`config.mk`:
```
export PLATFORM = sky130hd
export DESIGN_NAME = muldiv_sequencer
export DESIGN_NICKNAME = d
export VERILOG_FILES = /design/src/rtl/mips_pkg.sv /design/src/rtl/muldiv_iter_core.sv /design/src/rtl/muldiv_sequencer.sv
export SDC_FILE = /design/constraint.sdc
export NUM_CORES = 1
export LEC_CHECK = 0
export ABC_AREA = 1
export BUFFER_PORTS_ARGS = -buffer_cell sky130_fd_sc_hd__buf_2
export CORE_ASPECT_RATIO = 1.2
export CORE_MARGIN = 4
export CORE_UTILIZATION = 30
export DETAILED_ROUTE_END_ITERATION = 16
export HOLD_SLACK_MARGIN = 0.03
export SYNTH_ARGS = -nofsm -noshare
export SYNTH_HDL_FRONTEND = slang
export SYNTH_SLANG_ARGS = --single-unit
export TNS_END_PERCENT = 100
```
`constraint.sdc`:
```
create_clock -name clk -period 3.2 [get_ports clk]
set_input_delay 0.64 -clock clk [delete_from_list [all_inputs] [get_ports clk]]
set_output_delay 0.64 -clock clk [all_outputs]
set_load 0.02 [all_outputs]
```
`src/rtl/mips_pkg.sv`:
```
// Shared definitions for the MIPS core: mul/div op encodings, HI/LO funct codes
// and the multiply/divide sequencer state type.
package mips_pkg;

  localparam logic [1:0] MD_MULT  = 2'b00;
  localparam logic [1:0] MD_MULTU = 2'b01;
  localparam logic [1:0] MD_DIV   = 2'b10;
  localparam logic [1:0] MD_DIVU  = 2'b11;

  localparam logic [5:0] FN_MFHI  = 6'b010000;
  localparam logic [5:0] FN_MTHI  = 6'b010001;
  localparam logic [5:0] FN_MFLO  = 6'b010010;
  localparam logic [5:0] FN_MTLO  = 6'b010011;
  localparam logic [5:0] FN_MULT  = 6'b011000;
  localparam logic [5:0] FN_MULTU = 6'b011001;
  localparam logic [5:0] FN_DIV   = 6'b011010;
  localparam logic [5:0] FN_DIVU  = 6'b011011;

  typedef enum logic [1:0] {
    IDLE = 2'd0,
    CALC = 2'd1,
    FIX  = 2'd2
  } md_state_t;

  function automatic logic op_is_div(input logic [1:0] op);
    return op[1];
  endfunction

  function automatic logic op_is_signed(input logic [1:0] op);
    return ~op[0];
  endfunction

endpackage

```
`src/rtl/muldiv_iter_core.sv`:
```
// Shared shift/add datapath: radix-2 shift-add multiply or restoring divide,
// one iteration per asserted step, operating on unsigned magnitudes.
module muldiv_iter_core #(
  parameter int W = 32
) (
  input  logic           clk,
  input  logic           rst_n,
  input  logic           load,
  input  logic           step,
  input  logic           is_div,
  input  logic [W-1:0]   opa,
  input  logic [W-1:0]   opb,
  output logic [2*W-1:0] prod,
  output logic [W-1:0]   quot,
  output logic [W-1:0]   rem
);

  // Multiply: acc = {partial product, remaining multiplier bits}.
  // Divide: acc[W-1:0] shifts dividend bits out and quotient bits in.
  logic [2*W-1:0] acc;
  logic [W-1:0]   rem_q;
  logic [W-1:0]   opnd;
  logic           div_mode;

  logic [W:0] mul_sum;
  logic [W:0] div_shift;
  logic [W:0] div_trial;

  always_comb begin
    mul_sum   = {1'b0, acc[2*W-1:W]} + (acc[0] ? {1'b0, opnd} : {(W+1){1'b0}});
    div_shift = {rem_q, acc[W-1]};
    div_trial = div_shift - {1'b0, opnd};
  end

  always_ff @(posedge clk or negedge rst_n) begin
    if (!rst_n) begin
      acc      <= '0;
      rem_q    <= '0;
      opnd     <= '0;
      div_mode <= 1'b0;
    end else if (load) begin
      acc      <= {{W{1'b0}}, (is_div ? opa : opb)};
      opnd     <= is_div ? opb : opa;
      rem_q    <= '0;
      div_mode <= is_div;
    end else if (step) begin
      if (div_mode) begin
        // A failed trial leaves a shifted remainder below the divisor, so its top bit is zero.
        if (!div_trial[W]) begin
          rem_q         <= div_trial[W-1:0];
          acc[W-1:0]    <= {acc[W-2:0], 1'b1};
        end else begin
          rem_q         <= div_shift[W-1:0];
          acc[W-1:0]    <= {acc[W-2:0], 1'b0};
        end
      end else begin
        acc <= {mul_sum, acc[W-1:1]};
      end
    end
  end

  assign prod = acc;
  assign quot = acc[W-1:0];
  assign rem  = rem_q;

endmodule

```
`src/rtl/muldiv_sequencer.sv`:
```
// Iterative MULT/MULTU/DIV/DIVU sequencer with architectural HI/LO and core stall.
// Handshake: start/mf_req/mt_* are levels re-presented by the core while stall=1; done pulses with new HI/LO.
module muldiv_sequencer
  import mips_pkg::*;
#(
  parameter int W     = 32,
  parameter int CNT_W = 5
) (
  input  logic           clk,
  input  logic           rst_n,
  input  logic           start,
  input  logic [1:0]     op,
  input  logic [W-1:0]   rs_data,
  input  logic [W-1:0]   rt_data,
  input  logic           mf_req,
  input  logic           mt_hi,
  input  logic           mt_lo,
  output logic [W-1:0]   hi,
  output logic [W-1:0]   lo,
  output logic           busy,
  output logic           done,
  output logic           stall,
  output md_state_t      fsm_state
);

  md_state_t        state;
  md_state_t        state_nxt;
  logic [CNT_W-1:0] cnt;
  logic             div_q;
  logic             neg_a;
  logic             neg_b;
  logic             dz_q;
  logic [W-1:0]     rs_raw;

  logic             load;
  logic             step;
  logic             sgn;
  logic [W-1:0]     abs_a;
  logic [W-1:0]     abs_b;
  logic [2*W-1:0]   prod;
  logic [W-1:0]     quot;
  logic [W-1:0]     rem;
  logic [2*W-1:0]   prod_fix;
  logic [W-1:0]     quot_fix;
  logic [W-1:0]     rem_fix;

  always_comb begin
    sgn   = op_is_signed(op);
    abs_a = (sgn && rs_data[W-1]) ? -rs_data : rs_data;
    abs_b = (sgn && rt_data[W-1]) ? -rt_data : rt_data;
  end

  muldiv_iter_core #(.W(W)) u_core (
    .clk    (clk),
    .rst_n  (rst_n),
    .load   (load),
    .step   (step),
    .is_div (op_is_div(op)),
    .opa    (abs_a),
    .opb    (abs_b),
    .prod   (prod),
    .quot   (quot),
    .rem    (rem)
  );

  always_comb begin
    state_nxt = state;
    load      = 1'b0;
    step      = 1'b0;
    case (state)
      IDLE: begin
        if (start) begin
          load      = 1'b1;
          state_nxt = (op_is_div(op) && rt_data == '0) ? FIX : CALC;
        end
      end
      CALC: begin
        step = 1'b1;
        if (cnt == '0) state_nxt = FIX;
      end
      FIX:     state_nxt = IDLE;
      default: state_nxt = IDLE;
    endcase
  end

  // Remainder takes the dividend's sign; product and quotient follow the xor of signs.
  always_comb begin
    prod_fix = (neg_a ^ neg_b) ? -prod : prod;
    quot_fix = (neg_a ^ neg_b) ? -quot : quot;
    rem_fix  = neg_a ? -rem : rem;
  end

  always_ff @(posedge clk or negedge rst_n) begin
    if (!rst_n) begin
      state  <= IDLE;
      cnt    <= '0;
      div_q  <= 1'b0;
      neg_a  <= 1'b0;
      neg_b  <= 1'b0;
      dz_q   <= 1'b0;
      rs_raw <= '0;
      hi     <= '0;
      lo     <= '0;
      done   <= 1'b0;
    end else begin
      state <= state_nxt;
      done  <= 1'b0;
      case (state)
        IDLE: begin
          if (start) begin
            cnt    <= CNT_W'(W - 1);
            div_q  <= op_is_div(op);
            neg_a  <= sgn & rs_data[W-1];
            neg_b  <= sgn & rt_data[W-1];
            dz_q   <= op_is_div(op) && (rt_data == '0);
            rs_raw <= rs_data;
          end else begin
            if (mt_hi) hi <= rs_data;
            if (mt_lo) lo <= rs_data;
          end
        end
        CALC: begin
          if (cnt != '0) cnt <= cnt - CNT_W'(1);
        end
        FIX: begin
          done <= 1'b1;
          if (dz_q) begin
            hi <= rs_raw;
            lo <= '1;
          end else if (div_q) begin
            hi <= rem_fix;
            lo <= quot_fix;
          end else begin
            hi <= prod_fix[2*W-1:W];
            lo <= prod_fix[W-1:0];
          end
        end
        default: ;
      endcase
    end
  end

  assign busy      = (state != IDLE);
  assign stall     = busy & (start | mf_req | mt_hi | mt_lo);
  assign fsm_state = state;

endmodule

```
==> flow_summary.yaml <==
place:
  dp_hpwl_mm: 73.8
  placed_area_um2: 22300
  dp_slack_ns: 0.357
  gp_congestion: 0.989
  port_buffers: 140
timing:
  rsz0062_at_grt: "no"
  timing.final.hold_violations: 0
  clock_skew_ns: 0.0319
  slew-limit-headroom: 0.377
  period_needed_ns: 2.89
  tightest_slew_ns: 0.935
  worst_slack_ns: 0.307
  setup_tns_ns: 0
  setup_viol: 0
  fmax_mhz: 346
  post-route-period-util: 0.904
  finalMaxSlewViolations: 0
detailed_routing:
  drt-initial-drc-count: 2384
  vias: 23300
  routedWlPerCell_um: 20.8
  dr.pass1.iters: 8
  wl_mm: 91.0
  antenna_left: 0
  drt-vias-per-instance: 5.32
  drc: 0
worst_setup_path:
  slowest_stage: "nor3_1"
  crit_arrival_ns: 3.36
  cp-end-kind: "flip-flop"
  cp_num_buf_inv: 4
  startpoint_type: "flip-flop"
  worstReg2RegStart: "u_core.prod[0]"
  crit_fanout: 25
  crit_family: "simple AND/OR/NAND/NOR gates"
  crit_start: "u_core.prod[0]"
  crit_chain: "buf_4 -> buf_4 -> nand2_1 -> inv_1 -> ha_1 -> nand2_1 -> nor2_1 -> inv_1 -> nor3_1 -> nand4_1 -> nand3_1 -> a21oi_1 -> o21ai_0 -> o21ai_0"
  required_ns: 3.66
  path_class: "reg -> reg"
  worst_path_largest_cell_delay_ns: 0.44
floorplanning:
  chipWidth_um: 246
  coreArea_um2: 67300
  rows: 104
  dieArea_um2: 72400
  io_pins: 141
  initial_core_util: 0.304
  die_y_um: 294
run:
  maxCapViolCount: 0
synthesis:
  yosysSeqAreaShare: 0.289
  ys_types: 47
  synth_fa_ha_area_frac: 0.0448
  syn_nets: 3494
  synth_edf_count: 0
  syn_avg_cell_area_um2: 6.10
  synth_top_family_by_area: "simple AND/OR/NAND/NOR gates"
  yosysTopAreaCellShare: 0.289
  ys.warnings.count: 0
  netlist_top_cells_count: "998 x nand2_1, 492 x nor2_1, 353 x inv_1"
  synth_compound_gate_area_share: 0.155
  yosys-top-cells-area: "dfrtp_1 29%, nand2_1 18%, nor2_1 9.0%"
  synth_cells: 3350
  yosysTopAreaCell: "dfrtp_1"
  synth_ff_type: "dfrtp_1"
  async_flop_share: 1.00
  synthXorXnorAreaFrac: 0.0282
  synth_most_common_cell: "nand2_1"
  synth.area.mux_share: 0
  ys_ff_latch: 236
  post_synth_and_or_nand_nor_area_fraction: 0.390
  syn_area_um2: 20400
clock_tree:
  clk_pin_slew_worst_paths_ns: 0.07
  cts-root-buf: "clkbuf_16"
  cts_setup_buffers: 0
  cts_resized: 0
  cts_max_level: 1
  cts.sinks: 236
  clock_latency_ns: 0.60
  clk_path_buf_depth: 3
  tritoncts: "built"
  cts_buffers: 28
pwr:
  power_uw: 27700
  powerDensity_nw_per_um2: 1190
  ir_drop_mv: 0.485
  p_leak_uw: 0.0114
global_route:
  grt-ovfl-total: 0
  antenna_found_initial: 4
  grt_pass1_vias: 21700
  grt_pass1_wl_mm: 135
  grt_max_degree: 85
  grt_usage: 0.243
run_status:
  outcome: "finished clean"
finish:
  synthToLayoutAreaGrowth_pct: 13.7
  nets: 3599
  design_area_um2: 23200
  drive_above_1_share: 0.0854
  final_core_util: 0.345
min_path:
  min-delay-start: "rs_data[0]"
  hold_class: "in -> reg"
==> per-layer routing <==
layer  wire (um)  up-vias  GRT usage
li1            -    11100          -
met1       36900    11000      0.314
met2       42800      997      0.407
met3        6280      200     0.0268
met4        5030        6      0.113
met5          39        -          0
==> what timing repair did <==
action / CTS / global route
hold endpoints to repair: 36 / 0
endpoints found under the setup margin: 0 / 0
hold buffers: 1 / 0
==> cell usage in the layout, fill, tap and decap left out, types with 10 or more instances in the layout <==
cell type	count
buf_4	42
inv_1	352
nand2_1	998
o21ai_1	36
a221oi_1	28
nand2_2	10
a21oi_1	184
xnor2_1	21
nor2_1	486
buf_2	139
o21ai_0	211
clkinv_2	11
inv_2	12
nand4_1	42
nor3_1	32
nand3b_1	19
xor2_1	43
ha_1	70
a31oi_1	16
nor2_2	13
dfrtp_1	236
a22oi_1	11
clkbuf_16	28
nand3_1	305
o22ai_1	12
o211ai_1	23
==> state kept, by name (all words and copies together) (netlist names) <==
signal and count:
u_core.prod 64, hi 32, lo 32, rs_raw 32
u_core.opnd 32, u_core.rem 32, cnt 5, fsm_state 2
div_q 1, done 1, dz_q 1, neg_a 1
neg_b 1
==> power breakdown <==
group          internal (uW)  total (uW)  switching [uW]
Combinational           5640       18000           12300
Clock                   1830        3300            1470
Sequential              4380        6410            2020
Total                  11900       27700           15800
==> stage by stage <==
stage | instances | hold slack (ns)
finish | 4379 | 0.336
global route | 4378 | 0.347
CTS | 4378 | 0.317
detailed placement | 4325 | 0.472
global placement | 4325 | 0.466
floorplan | 3350 | 0.344
==> final timing paths <==
| path | slack [ns] | depth (start not counted) | end |
|---|---|---|---|
| hold reg to reg | 0.48 | 2 | lo[23] |
| min in group asynchronous | 0.55 | 2 | u_core.prod[30] |
| max in group asynchronous | 1.83 | 3 | hi[19] |
| hold / removal | 0.34 | 3 | lo[0] |
| setup / recovery | 0.31 | 14 | u_core.prod[48] |
| setup reg to reg | 0.31 | 14 | u_core.prod[48] |
==> cells by family (layout without fill, tap and decap cells) <==
family                   after synthesis  in the layout
AND/OR/NAND/NOR                     1930           1930
other                                  0              1
buffers and inverters                483            610
XOR/XNOR                              65             65
adder cells (fa/ha/maj)               72             72
AO/OA/AOI/OAI                        564            564
flip-flops                           236            236
==> worst reg2reg max path: stages, from the launching register on <==
cell and delay, ns:
dfrtp_1 0.38, buf_4 0.21, buf_4 0.25, nand2_1 0.13, inv_1 0.06, ha_1 0.34
nand2_1 0.12, nor2_1 0.15, inv_1 0.10, nor3_1 0.44, nand4_1 0.19, nand3_1 0.16
a21oi_1 0.07, o21ai_0 0.09, o21ai_0 0.10
==> layout make-up <==
class | count | area [um2]
antenna | 1 | 2.50
clock inverter | 20 | 193
fill | 7495 | 44000
inverter | 366 | 1370
multi-input combinational | 2631 | 12700
tap | 901 | 1130
sequential | 236 | 5910
clock buffer | 32 | 736
timing repair buffer | 192 | 1220
Note: power is estimated with default switching activity, not from simulation.
